File: config.mk
export PLATFORM = sky130hd
export DESIGN_NAME = fec_readout_ctrl_flat
export DESIGN_NICKNAME = d
export VERILOG_FILES = /design/src/rtl/fec_pkg.sv /design/src/rtl/fec_readout_ctrl_if.sv /design/src/rtl/fec_evt_fifo.sv /design/src/rtl/fec_readout_ctrl.sv /design/src/flat_wrapper.sv
export SDC_FILE = /design/constraint.sdc
export NUM_CORES = 1
export LEC_CHECK = 0
export BUFFER_PORTS_ARGS = -buffer_cell sky130_fd_sc_hd__buf_2
export CAP_MARGIN = 40
export CORE_MARGIN = 5
export CORE_UTILIZATION = 50
export DETAILED_ROUTE_END_ITERATION = 12
export GPL_ROUTABILITY_DRIVEN = 0
export PLACE_DENSITY = 0.73
export SLEW_MARGIN = 20
export SYNTH_ARGS = -nofsm -noshare
export SYNTH_HDL_FRONTEND = slang
export SYNTH_SLANG_ARGS = --single-unit
File: constraint.sdc
create_clock -name dtc_clk -period 1.8 [get_ports dtc_clk]
set_clock_uncertainty 0.2 [all_clocks]
set_input_delay 0.09 -clock dtc_clk [delete_from_list [all_inputs] [get_ports dtc_clk]]
set_output_delay 0.09 -clock dtc_clk [all_outputs]
set_load 0.01 [all_outputs]
File: src/rtl/fec_pkg.sv
// Shared types and constants for the FEC readout controller: FSM encodings,
// output word-type nibbles and field widths.
package fec_pkg;

   typedef enum logic {
      T_IDLE    = 1'b0,
      T_WAIT_L1 = 1'b1
   } trig_state_t;

   typedef enum logic [2:0] {
      R_IDLE = 3'd0,
      R_HDR  = 3'd1,
      R_ADDR = 3'd2,
      R_DATA = 3'd3,
      R_TRL  = 3'd4
   } rdo_state_t;

   localparam logic [3:0] WT_HDR  = 4'hA;
   localparam logic [3:0] WT_DATA = 4'hD;
   localparam logic [3:0] WT_TRL  = 4'hE;

   localparam int TAG_W   = 12;
   localparam int ADDR_W  = 6;
   localparam logic [ADDR_W-1:0] LAST_CH = 6'd63;

   function automatic logic [15:0] make_word(input logic [3:0] wtype, input logic [11:0] payload);
      return {wtype, payload};
   endfunction

endpackage

File: src/rtl/fec_readout_ctrl_if.sv
// Output stream and ADC sample bus of the readout controller.
interface fec_readout_ctrl_if;
   logic        out_valid;
   logic [15:0] out_data;
   logic        out_ready;
   logic [5:0]  adc_rd_addr;
   logic [11:0] adc_data;

   modport master (
      output out_valid, out_data, adc_rd_addr,
      input  out_ready, adc_data
   );

   modport slave (
      input  out_valid, out_data, adc_rd_addr,
      output out_ready, adc_data
   );
endinterface

File: src/rtl/fec_evt_fifo.sv
// Small event-tag queue: synchronous push/pop/clear, head visible without a pop.
module fec_evt_fifo #(
   parameter int WIDTH = 12,
   parameter int DEPTH = 4,
   parameter int CNT_W = $clog2(DEPTH + 1)
) (
   input  logic             clk,
   input  logic             rst_n,
   input  logic             clr,
   input  logic             push,
   input  logic             pop,
   input  logic [WIDTH-1:0] push_data,
   output logic [WIDTH-1:0] head_data,
   output logic             full,
   output logic             empty,
   output logic [CNT_W-1:0] count
);
   localparam int PTR_W = (DEPTH > 1) ? $clog2(DEPTH) : 1;

   logic [WIDTH-1:0] mem [DEPTH];
   logic [PTR_W-1:0] wr_ptr_reg, rd_ptr_reg;
   logic [CNT_W-1:0] count_reg;
   logic             do_push, do_pop;

   function automatic logic [PTR_W-1:0] ptr_inc(input logic [PTR_W-1:0] p);
      return (p == PTR_W'(DEPTH - 1)) ? '0 : p + PTR_W'(1);
   endfunction

   assign full      = (count_reg == CNT_W'(DEPTH));
   assign empty     = (count_reg == '0);
   assign count     = count_reg;
   assign head_data = mem[rd_ptr_reg];
   assign do_push   = push && !full;
   assign do_pop    = pop && !empty;

   always_ff @(posedge clk) begin
      if (do_push && !clr)
         mem[wr_ptr_reg] <= push_data;
   end

   always_ff @(posedge clk or negedge rst_n) begin
      if (!rst_n) begin
         wr_ptr_reg <= '0;
         rd_ptr_reg <= '0;
         count_reg  <= '0;
      end else if (clr) begin
         wr_ptr_reg <= '0;
         rd_ptr_reg <= '0;
         count_reg  <= '0;
      end else begin
         if (do_push) wr_ptr_reg <= ptr_inc(wr_ptr_reg);
         if (do_pop)  rd_ptr_reg <= ptr_inc(rd_ptr_reg);
         // simultaneous push and pop leave the occupancy unchanged
         case ({do_push, do_pop})
            2'b10:   count_reg <= count_reg + CNT_W'(1);
            2'b01:   count_reg <= count_reg - CNT_W'(1);
            default: count_reg <= count_reg;
         endcase
      end
   end
endmodule

File: src/rtl/fec_readout_ctrl.sv
// Front-end readout controller: L0/L1 trigger matching into an event-tag queue
// and a 66-word framed readout (header, 64 ADC samples, trailer) per event.
module fec_readout_ctrl
   import fec_pkg::*;
#(
   parameter int L1_WINDOW = 200,
   parameter int EVT_DEPTH = 4
) (
   input  logic                      dtc_clk,
   input  logic                      rst_n,
   input  logic                      trig_l0,
   input  logic                      trig_l1,
   input  logic                      rdocmd,
   input  logic                      rjectcmd,
   input  logic                      rstcmd,
   fec_readout_ctrl_if.master        bus,
   output logic                      busy,
   output logic [2:0]                evt_pending,
   output logic                      overflow
);
   localparam int WIN_W = $clog2(L1_WINDOW + 1);
   localparam int CNT_W = $clog2(EVT_DEPTH + 1);

   // Reset asserts immediately but releases only on a clock edge.
   logic [1:0] rst_sync_reg;
   logic       rst_int_n;

   always_ff @(posedge dtc_clk or negedge rst_n) begin
      if (!rst_n) rst_sync_reg <= 2'b00;
      else        rst_sync_reg <= {rst_sync_reg[0], 1'b1};
   end
   assign rst_int_n = rst_sync_reg[1];

   trig_state_t      trig_state_reg;
   logic [WIN_W-1:0] win_cnt_reg;
   logic [TAG_W-1:0] evt_tag_reg;
   logic             overflow_reg;

   rdo_state_t        rdo_state_reg;
   logic [ADDR_W-1:0] addr_reg;
   logic              out_valid_reg;
   logic [15:0]       out_data_reg;

   logic             l1_accept, fifo_push, fifo_pop, handshake;
   logic             fifo_full, fifo_empty;
   logic [TAG_W-1:0] head_tag;
   logic [CNT_W-1:0] fifo_count;

   assign handshake = out_valid_reg && bus.out_ready;
   assign l1_accept = (trig_state_reg == T_WAIT_L1) && (win_cnt_reg != '0)
                      && trig_l1 && !rjectcmd && !rstcmd;
   assign fifo_push = l1_accept && !fifo_full;
   assign fifo_pop  = (rdo_state_reg == R_TRL) && handshake && !rstcmd;

   fec_evt_fifo #(
      .WIDTH (TAG_W),
      .DEPTH (EVT_DEPTH),
      .CNT_W (CNT_W)
   ) u_evt_fifo (
      .clk       (dtc_clk),
      .rst_n     (rst_int_n),
      .clr       (rstcmd),
      .push      (fifo_push),
      .pop       (fifo_pop),
      .push_data (evt_tag_reg),
      .head_data (head_tag),
      .full      (fifo_full),
      .empty     (fifo_empty),
      .count     (fifo_count)
   );

   always_ff @(posedge dtc_clk or negedge rst_int_n) begin
      if (!rst_int_n) begin
         trig_state_reg <= T_IDLE;
         win_cnt_reg    <= '0;
         evt_tag_reg    <= '0;
         overflow_reg   <= 1'b0;
      end else if (rstcmd) begin
         trig_state_reg <= T_IDLE;
         win_cnt_reg    <= '0;
         evt_tag_reg    <= '0;
         overflow_reg   <= 1'b0;
      end else begin
         unique case (trig_state_reg)
            T_IDLE: begin
               if (trig_l0) begin
                  trig_state_reg <= T_WAIT_L1;
                  win_cnt_reg    <= WIN_W'(L1_WINDOW);
               end
            end
            T_WAIT_L1: begin
               if (rjectcmd || win_cnt_reg == '0) begin
                  trig_state_reg <= T_IDLE;
               end else if (trig_l1) begin
                  trig_state_reg <= T_IDLE;
                  // a lost L1 keeps the tag so tags stay contiguous in the queue
                  if (fifo_full) overflow_reg <= 1'b1;
                  else           evt_tag_reg  <= evt_tag_reg + TAG_W'(1);
               end else begin
                  win_cnt_reg <= win_cnt_reg - WIN_W'(1);
               end
            end
            default: trig_state_reg <= T_IDLE;
         endcase
      end
   end

   always_ff @(posedge dtc_clk or negedge rst_int_n) begin
      if (!rst_int_n) begin
         rdo_state_reg <= R_IDLE;
         addr_reg      <= '0;
         out_valid_reg <= 1'b0;
         out_data_reg  <= '0;
      end else if (rstcmd) begin
         rdo_state_reg <= R_IDLE;
         addr_reg      <= '0;
         out_valid_reg <= 1'b0;
         out_data_reg  <= '0;
      end else begin
         unique case (rdo_state_reg)
            R_IDLE: begin
               if (rdocmd && !fifo_empty) begin
                  rdo_state_reg <= R_HDR;
                  out_valid_reg <= 1'b1;
                  out_data_reg  <= make_word(WT_HDR, head_tag);
               end
            end
            R_HDR: begin
               if (handshake) begin
                  rdo_state_reg <= R_ADDR;
                  addr_reg      <= '0;
                  out_valid_reg <= 1'b0;
               end
            end
            R_ADDR: begin
               // sample for addr_reg has settled by the end of this cycle
               rdo_state_reg <= R_DATA;
               out_valid_reg <= 1'b1;
               out_data_reg  <= make_word(WT_DATA, bus.adc_data);
            end
            R_DATA: begin
               if (handshake) begin
                  if (addr_reg == LAST_CH) begin
                     rdo_state_reg <= R_TRL;
                     out_data_reg  <= make_word(WT_TRL, head_tag);
                  end else begin
                     rdo_state_reg <= R_ADDR;
                     addr_reg      <= addr_reg + ADDR_W'(1);
                     out_valid_reg <= 1'b0;
                  end
               end
            end
            R_TRL: begin
               if (handshake) begin
                  rdo_state_reg <= R_IDLE;
                  out_valid_reg <= 1'b0;
               end
            end
            default: rdo_state_reg <= R_IDLE;
         endcase
      end
   end

   assign bus.out_valid   = out_valid_reg;
   assign bus.out_data    = out_data_reg;
   assign bus.adc_rd_addr = addr_reg;
   assign busy            = (rdo_state_reg != R_IDLE);
   assign evt_pending     = 3'(fifo_count);
   assign overflow        = overflow_reg;
endmodule

File: src/flat_wrapper.sv
// flat-port wrapper written by rule: the top's interface ports become plain ports
module fec_readout_ctrl_flat import fec_pkg::*;
#(
   parameter int L1_WINDOW = 200,
   parameter int EVT_DEPTH = 4
)
  (dtc_clk, rst_n, trig_l0, trig_l1, rdocmd, rjectcmd, rstcmd, busy, evt_pending, overflow, bus_out_valid, bus_out_data, bus_adc_rd_addr, bus_out_ready, bus_adc_data);
  fec_readout_ctrl_if bus_i ();
  input  logic dtc_clk;
  input  logic rst_n;
  input  logic trig_l0;
  input  logic trig_l1;
  input  logic rdocmd;
  input  logic rjectcmd;
  input  logic rstcmd;
  output logic busy;
  output logic [2:0] evt_pending;
  output logic overflow;
  output wire logic [$bits(bus_i.out_valid)-1:0] bus_out_valid;
  output wire logic [$bits(bus_i.out_data)-1:0] bus_out_data;
  output wire logic [$bits(bus_i.adc_rd_addr)-1:0] bus_adc_rd_addr;
  input wire logic [$bits(bus_i.out_ready)-1:0] bus_out_ready;
  input wire logic [$bits(bus_i.adc_data)-1:0] bus_adc_data;
  assign bus_out_valid = bus_i.out_valid;
  assign bus_out_data = bus_i.out_data;
  assign bus_adc_rd_addr = bus_i.adc_rd_addr;
  assign bus_i.out_ready = bus_out_ready;
  assign bus_i.adc_data = bus_adc_data;
  fec_readout_ctrl #(.L1_WINDOW(L1_WINDOW), .EVT_DEPTH(EVT_DEPTH)) u_core (.dtc_clk(dtc_clk), .rst_n(rst_n), .trig_l0(trig_l0), .trig_l1(trig_l1), .rdocmd(rdocmd), .rjectcmd(rjectcmd), .rstcmd(rstcmd), .bus(bus_i), .busy(busy), .evt_pending(evt_pending), .overflow(overflow));
endmodule
==> results of run 1 <==
## kinds of logic after synthesis
logic type	Yosys count
buf+inv	44
mux	31
compound gates	59
other cells	1
flops	105
fa+ha+maj	10
simple gates	119
xor+xnor	14
## routing by layer
layer / wire [microns] / global-route usage / vias to the layer above
met2: 5571 / 0.3429 / 90
met1: 4487 / 0.2527 / 1751
met4: 177 / 0.07574 / 0
met3: 471 / 0.02209 / 13
li1: - / - / 1682
met5: 0 / 0 / -
## area by class of cell
cell class	count	area (sq um)
clock buffers	10	127.6
clock inverters	6	61.31
fillers	671	3148
inverters	27	101.3
multi-input cells	238	2081
flip-flops and latches	105	2869
well taps	133	166.4
repair buffers	138	1040
## worst max-delay path: stages (launching register included)
cell and delay [ps]:
dfrtp_1 370, inv_2 40, ha_2 170, nor3b_4 150, a2111o_1 430, nor2_4 130, nor2b_4 50, fa_2 340
inv_2 70, o211a_1 150, o21a_1 140, nor3_2 40
## timing repair
item,in CTS,in global routing
setup buffers,4,4
endpoints found under the hold margin,23,1
gates resized for setup,23,17
gates cloned,4,0
endpoints found under the setup margin,96,103
pin swaps,12,11
## through the flow
stage,instances,total power [W],worst slack (ps)
after detailed placement,614,0.002978,-683.7
after global routing,657,0.004574,-719.7
after floorplan,383,0.002822,-608.3
after global placement,614,0.002967,-592.4
after CTS,655,0.004404,-645.4
final,657,0.004404,-611.7
## cells in the mapped netlist, types with 3 or more instances
library cell	count
xor2_1	6
mux2i_1	4
o31ai_1	4
nor2_1	25
a21oi_1	12
clkbuf_1	8
nor3_1	9
nor4_1	8
o21ai_0	22
nand2_1	33
inv_1	27
mux4_2	12
buf_2	3
edfxtp_1	48
nor3b_1	4
and3_1	5
xnor2_1	8
mux2_4	8
nand2b_1	4
mux2_2	7
nand3_1	13
nand4_1	5
dfrtp_1	57
ha_1	9
## power by group through the flow
stage / Sequential [W] / Clock, W / Combinational (W)
2_1_floorplan: 0.00265 / 0 / 0.000169
5_1_grt: 0.00258 / 0.00154 / 0.000462
6_report: 0.00257 / 0.00141 / 0.000426
3_3_place_gp: 0.00262 / 0 / 0.000351
4_1_cts: 0.00257 / 0.00142 / 0.000414
3_5_place_dp: 0.00262 / 0 / 0.000359
## final timing paths
path / depth (start not counted) / endpoint / slack [ps] / startpoint
setup / recovery: 11 / u_core.u_evt_fifo.count[2]$_DFFE_PN0P_ / -610 / u_core.win_cnt_reg[0]$_DFFE_PN0P_
hold / removal: 4 / u_core.rdo_state_reg[2]$_DFFE_PN0P_ / -20 / rstcmd
setup reg to reg: 11 / u_core.u_evt_fifo.count[2]$_DFFE_PN0P_ / -610 / u_core.win_cnt_reg[0]$_DFFE_PN0P_
hold reg to reg: 1 / u_core.evt_tag_reg[4]$_DFFE_PN0P_ / 40 / u_core.rst_sync_reg[1]$_DFF_PN0_
max in group asynchronous: 3 / u_core.rst_sync_reg[1]$_DFF_PN0_ / 910 / rst_n
min in group asynchronous: 1 / u_core.evt_tag_reg[4]$_DFFE_PN0P_ / 40 / u_core.rst_sync_reg[1]$_DFF_PN0_
==> metrics, run 1 <==
Clk Tree Root Cell clkbuf_8; Synth Area in Compound Gates 0.08099; Mapped Area between 4000 and 5000 sq um; Die Y-Extent 108.5 microns; CP Data Required Time 1840 ps; CP Class register to register; first-pass GRT wire length ~18000 microns; Max Buffers Root-to-Sink 2; max reg flops 48; CTS tree built; vias 3536; simple-gate share of the synthesized area 0.1256; fin nets 549; Synth warnings 0; most frequent cells in the layout buf_4, dfrtp_1, edfxtp_1; Startpoint Class register; Antenna Cells 0; Avg WL per Cell 16.30 microns; top cells by area, synth edfxtp_1, dfrtp_1, mux4_2; share of power burned in registers 0.583; Leak about 2.6 nW; Max Fclk 414.6 MHz; final wirelength 10710 microns; cell internal pwr approximately 0.0033 W; final-report max-slew violation count 0; Routed Antenna Nets 0; Remaining Overflow, GRT 0; Yosys cell types 55; top cell type's share of synthesized area 0.2971; P_sw 0.001112 W; Tot GR Track Use 0.1969; clock-pin slew of the registers on the worst-case setup and hold paths 110 ps; Synth Flop Type dfrtp_1; asr flop ratio synth 0.5429; Final TNS setup -31160 ps; mux cell area share after synthesis 0.1050; worst-margin pin slew 533.6 ps; antenna violations before repair 0; pin count of the biggest net entering global routing 43; register bit total from synthesis 105; synthesized instance count 383; TritonRoute pass-1 iters 4; violated checks hold timing, setup timing; Post-Syn Area per Cell 12.67 sq um; Via density 5.382; commonest non-fill, non-tap cell in the layout buf_4; CP arrival roughly 2500 ps; endpoints failing setup 94; IO Pins 48; status finished, violations left; Worst Hold Class input pin to register; switch share 0.2525; Max VDD drop 372.5 uV; sequential cell area fraction in the yosys report 0.5912; maximum fanout along the worst path 2; Tmin final 2412 ps; Residual DRC 0; Rel. slew slack 0.6435; Final Hold Slack -23.19 ps; row count 36; period utilisation layout 1.340; number of synthesized flops with an enable pin 48; starting density of the core 0.5056; CTS buffer count 9; layout cell share with drive strength beyond 1 0.4027; Layout area overhead 32.89%; DP Area 5809 sq um; H-tree Lvls 3; Clock Power Share 0.320; Die Wd roughly 110 microns; Clk Latency, worst-skew pair 370 ps; CTS sink count 105; IO Port Bufs 47; combinational share of power 0.097; full die area 11770 sq um; vias in the first global route 3622; initial DRC count 251; crit path capture type register; post-synthesis net count 413; DP HPWL 7004 microns; Core Box Area ~9600 sq um; final setup margin -611.7 ps; XOR/XNOR share of the synthesized area 0.02528; Max-cap violations 0; unrepaired setup endpoints after global routing yes; cts-stage hold buffer count 18; largest family of logic cells by synthesized area simple AND/OR/NAND/NOR gates; final core occ 0.6719; cell area after layout ~6400 sq um; Cell Pwr Density 683.2 nW/um^2; Hold Violations, Final 1; cell taking the most area after synthesis edfxtp_1; Synth Area in Adders 0.02734
(Power assumes the default switching activity.)
==> run 2, diff against run 1 <==
Settings changed: PLACE_DENSITY 0.73 to 0.7.
Clock period 1.8 ns to 2.5 ns, I/O delays scaled along.
==> run 2 against run 1 <==
Effect of this change: the run ends with setup timing left; non-clock buffer count down 43; worst setup slack gained 610 ps; maximum frequency decreased by 3.8%; clock-buffer cell count down 1; critical path depth did not move; sequential share of layout area increased by 4.2 points; register-to-register slack better by 610 ps; cell area fell by 8.7%; sequential power fell by 28%; routed wire length fell by 13%; flip-flop and latch count unchanged; via count shrank 8.8%; largest power group unchanged.
==> metrics, run 2 (synthesis gave the netlist of run 1 again) <==
status finished, violations left; violated checks setup timing; starting density of the core 0.5056; Multi-input gate area 1832 sq um; Die Y-Extent 108.5 microns; Avg WL per Cell 15.35 microns; pin count of the biggest net entering global routing 43; TritonRoute pass-1 iters 5; initial DRC count 210; Tot GR Track Use 0.1733; Core Box Area 9594 sq um; Startpoint Class register; Buf/Inv on CP 2; Clk Tree Root Cell clkbuf_8; worst-margin pin slew 605.5 ps; cell area after layout 5886 sq um; hold_sp rjectcmd; endpoints failing setup 1; H-tree Lvls 3; Hold Violations, Final 0; CTS sink count between 100 and 150; Max Buffers Root-to-Sink 2; CTS tree built; Leak 2.378 nW; period utilisation layout 1.002; Worst Hold Class input pin to register; Via density about 5.3; clock-pin slew of the registers on the worst-case setup and hold paths about 100 ps; CTS buffer count 9; final wirelength 9365 microns; Antenna Cells 0; full die area about 12000 sq um; Rel. slew slack 0.5963; Layout area overhead 21.33%; DP Area 5424 sq um; Final TNS setup -6.006 ps; Residual DRC 0; Routed Antenna Nets 0; fillers 748; CP max stage cell a2111o_1; Cell Pwr Density 531.9 nW/um^2; maximum fanout along the worst path 2; crit path capture type register; Max Fclk 399.0 MHz; launch point of the worst reg-to-reg path u_core.win_cnt_reg[1]$_DFFE_PN0P_; FF+latch area 2869 sq um; row count 36; CP arrival 2550 ps; max reg flops 48; crit-path cells inv_2 -> ha_2 -> nor3b_4 -> a2111o_1 -> nor2_2 -> nor2b_2 -> fa_2 -> inv_2 -> o211a_1 -> o21a_1 -> nor3_2; FF-to-FF path depth 11; worst hold stages 3; final setup margin -6.006 ps; crit-path most repeated cell inv_2; CP peak stage delay 390 ps; CP Data Required Time 2550 ps; layout cell share with drive strength beyond 1 0.2977; Tmin final 2506 ps; commonest non-fill, non-tap cell in the layout dfrtp_1; vias 3225; Crit. Startpoint u_core.win_cnt_reg[1]$_DFFE_PN0P_; Top delay family on crit path compound AO/OA/AOI/OAI gates; unrepaired setup endpoints after global routing yes; final-report max-slew violation count 0; fin nets 502; Max-cap violations 0; Clk Latency, worst-skew pair around 360 ps; Die Wd 108.5 microns; vias in the first global route 3299; Max VDD drop 244.0 uV; IO Port Bufs 47; most frequent cells in the layout dfrtp_1, buf_2, edfxtp_1; DP HPWL about 6300 microns; Worst path depth 11; IO Pins 48; final core occ 0.6135; antenna violations before repair 0; CP Class register to register; Remaining Overflow, GRT 0; first-pass GRT wire length 16020 microns
run 2: changes by cell type in the layout (fill, tap and decap cells not counted), moves of 3 or more:
cell,delta
buf_4,-42
and3_2,+4
nor4_1,+3
buf_6,-6
a21oi_2,-3
a21oi_1,+3
nand3_1,+3
and3_4,-8
run 2: timing repair:
action / in CTS / in global routing
setup endpoints to repair: 1 / 30
setup buffers: 1 / 1
hold endpoints to repair: 21 / 0
pin swaps: 0 / 6
gates resized for setup: 1 / 13
hold buffers: 20 / 0
run 2: area by class of cell:
| type | instances | share of cell area |
|---|---|---|
| clock buffer | 9 | 0.02105 |
| clock inverter | 7 | 0.01212 |
| inverter | 27 | 0.01722 |
| multi-input combinational | 234 | 0.3112 |
| sequential | 105 | 0.4875 |
| tap | 133 | 0.02827 |
| timing repair buffer | 95 | 0.1227 |
run 2: tightest hold or removal path, stage by stage:
cell	delay, ps
buf_2	140
a21oi_1	80
a41o_1	230
run 2: worst paths after layout:
path	endpoint	slack [ps]
hold / removal	u_core.win_cnt_reg[0]$_DFFE_PN0P_	40
max in group asynchronous	u_core.rdo_state_reg[2]$_DFFE_PN0P_	1430
setup reg to reg	u_core.u_evt_fifo.count[2]$_DFFE_PN0P_	-6
setup / recovery	u_core.u_evt_fifo.count[2]$_DFFE_PN0P_	-6
hold reg to reg	u_core.evt_tag_reg[6]$_DFFE_PN0P_	90
min in group asynchronous	u_core.evt_tag_reg[6]$_DFFE_PN0P_	90
run 2: routing by layer:
metal	GRT usage	vias to the layer above	part of all wire
met5	0	-	0
met4	0.07214	0	0.026
met3	0.03104	23	0.034
met2	0.2833	60	0.49
met1	0.2288	1569	0.45
li1	-	1573	-
run 2: report_power, final:
group / internal, W / switching [W] / leakage, nW
sequential: 0.00183 / 0.0000337 / 1.13
clock: 0.000461 / 0.000560 / 0.0945
combinational: 0.000127 / 0.000120 / 1.16
total: 0.00242 / 0.000714 / 2.38
run 2: stage by stage:
stage	hold WS [ps]	setup WS, ps	total power (W)	cells
2_1_floorplan	-370.6	7.863	0.002023	383
3_3_place_gp	-290.1	95.89	0.002108	571
3_5_place_dp	-286.6	-12.32	0.002116	572
4_1_cts	19.15	15.71	0.003162	609
5_1_grt	43.67	-109.2	0.003279	610
6_report	42.68	-6.006	0.003131	610
==> run 3, diff against run 2 <==
Settings changed: PLACE_DENSITY 0.7 to 0.73.
Clock period 2.5 ns to 2.2 ns, I/O delays scaled along.
==> run 3 against run 2 <==
Effect of this change: the flow still finishes with violations (setup timing); worst setup slack got worse by 230 ps; maximum frequency rose by 2.7%; flip-flop and latch count is the same; clock power up 42%; via count grew 8.3%; sequential power up 13%; register-to-register slack got worse by 230 ps; highest routed layer unchanged.
==> metrics, run 3 (synthesis gave the netlist of run 1 again) <==
Clk Latency, worst-skew pair 370 ps; vias 3494; final setup margin -239.1 ps; Worst Hold Class register to asynchronous set/reset pin; period utilisation layout 1.109; initial DRC count 169; Max VDD drop 420.4 uV; CP peak stage delay 420 ps; H-tree Lvls 3; final-report max-slew violation count 0; TritonRoute pass-1 iters 6; IO Port Bufs 47; Max Buffers Root-to-Sink 2; CP Class register to register; layout cell share with drive strength beyond 1 0.3679; final core occ 0.6672; Rel. slew slack 0.6325; row count 36; most frequent cells in the layout dfrtp_1, edfxtp_1, buf_2; crit path capture type register; cell area after layout 6401 sq um; Hold Violations, Final 0; vias in the first global route 3528; Clk Tree Root Cell clkbuf_8; IO Pins 48; crit-path most repeated cell inv_2; Antenna Cells 0; fin nets ~540; crit-path cells inv_2 -> ha_4 -> nor3b_4 -> a2111o_1 -> nor2_4 -> nor2b_4 -> fa_2 -> inv_2 -> nor4_2 -> o21a_1 -> nor3_1; antenna violations before repair 0; endpoints failing setup 64; Tmin final 2439 ps; full die area 11770 sq um; final wirelength 10820 microns; maximum fanout along the worst path 2; DP HPWL 6697 microns; Cell Pwr Density 608.1 nW/um^2; CP Data Required Time 2290 ps; Final TNS setup -2875 ps; Via density 5.425; Final Hold Slack 48.81 ps; max reg flops 48; first-pass GRT wire length 17600 microns; Max-cap violations 0; CP arrival around 2500 ps; worst slack, placed -263.6 ps; starting density of the core 0.5056; commonest non-fill, non-tap cell in the layout dfrtp_1; status finished, violations left; Avg WL per Cell 16.80 microns; clock-pin slew of the registers on the worst-case setup and hold paths 100 ps; unrepaired setup endpoints after global routing yes; Die Y-Extent 108.5 microns; DP Area 5639 sq um; CP max stage cell a2111o_1; Top delay family on crit path compound AO/OA/AOI/OAI gates; Max Fclk roughly 410 MHz; violated checks setup timing; Layout area overhead 31.96%; Buf/Inv on CP 2; Core Box Area 9594 sq um; worst-margin pin slew roughly 550 ps; Tot GR Track Use 0.1945; pin count of the biggest net entering global routing 43; CTS tree built; Routed Antenna Nets 0; Startpoint Class register; Die Wd between 100 and 150 microns; Residual DRC 0; Remaining Overflow, GRT 0; Leak 2.619 nW; CTS buffer count 9; CTS sink count 105
## run 3: cell count changes in the layout (fill, tap and decap cells not counted), sizes merged
cell / delta
clkbuf: +1
clkinvlp: -1
bufinv: +2
dlygate4sd3: -1
buf: +35
inv: +3
clkinv: -5
## run 3: what timing repair did
action                                  CTS  global route
setup buffers                             9             9
hold endpoints to repair                 25             0
cloned                                    3             0
pin swaps                                10             9
endpoints found under the setup margin   74            78
gates resized for setup                  18            22
hold buffers                             19             0
## run 3: area by class of cell
| class | count | area, sq um |
|---|---|---|
| Clock buffer | 10 | 127.6 |
| Inverter | 27 | 101.3 |
| Tap cell | 133 | 166.4 |
| Fill cell | 675 | 3193 |
| Clock inverter | 6 | 121.4 |
| Timing Repair Buffer | 129 | 1060 |
| Multi-Input combinational cell | 234 | 1956 |
| Sequential cell | 105 | 2869 |
## run 3: per-stage QoR
step / std cells / total power [W]
floorplan: 383 / 0.002302
global route: 644 / 0.004064
global placement: 593 / 0.002406
CTS: 639 / 0.003906
finish: 644 / 0.003892
detailed placement: 593 / 0.002416
## run 3: metal layers
| metal | wire length (microns) | part of all wire | track usage |
|---|---|---|---|
| met5 | 0 | 0 | 0 |
| met4 | 239 | 0.022 | 0.07574 |
| met3 | 406 | 0.038 | 0.03522 |
| met2 | 5589 | 0.52 | 0.3310 |
| met1 | 4584 | 0.42 | 0.2472 |
## run 3: final timing paths
kind                                                    from                                endpoint  slack [ps]  cells after the start
min                         u_core.rst_sync_reg[1]$_DFF_PN0_     u_core.bus.out_data[11]$_DFFE_PN0P_          50                      0
min reg2reg                 u_core.rst_sync_reg[1]$_DFF_PN0_     u_core.bus.out_data[11]$_DFFE_PN0P_          50                      0
max in group asynchronous   u_core.rst_sync_reg[1]$_DFF_PN0_   u_core.bus.adc_rd_addr[3]$_DFFE_PN0P_        1170                      1
max                        u_core.win_cnt_reg[0]$_DFFE_PN0P_  u_core.u_evt_fifo.count[2]$_DFFE_PN0P_        -240                     11
max reg2reg                u_core.win_cnt_reg[0]$_DFFE_PN0P_  u_core.u_evt_fifo.count[2]$_DFFE_PN0P_        -240                     11
min in group dtc_clk                                rjectcmd         u_core.trig_state_reg$_DFF_PN0_          50                      4
## run 3: worst reg2reg max path, stage by stage (launching register included)
cell	delay (ps)
dfrtp_1	390
inv_2	70
ha_4	150
nor3b_4	150
a2111o_1	420
nor2_4	130
nor2b_4	50
fa_2	350
inv_2	70
nor4_2	40
o21a_1	180
nor3_1	150
## run 3: report_power, final
part / total [W] / switching [W] / leakage (nW) / internal, W
Clock: 0.00145 / 0.000677 / 0.125 / 0.000776
Sequential: 0.00211 / 0.0000331 / 1.13 / 0.00208
Combinational: 0.000329 / 0.000162 / 1.37 / 0.000167
Total: 0.00389 / 0.000872 / 2.62 / 0.00302
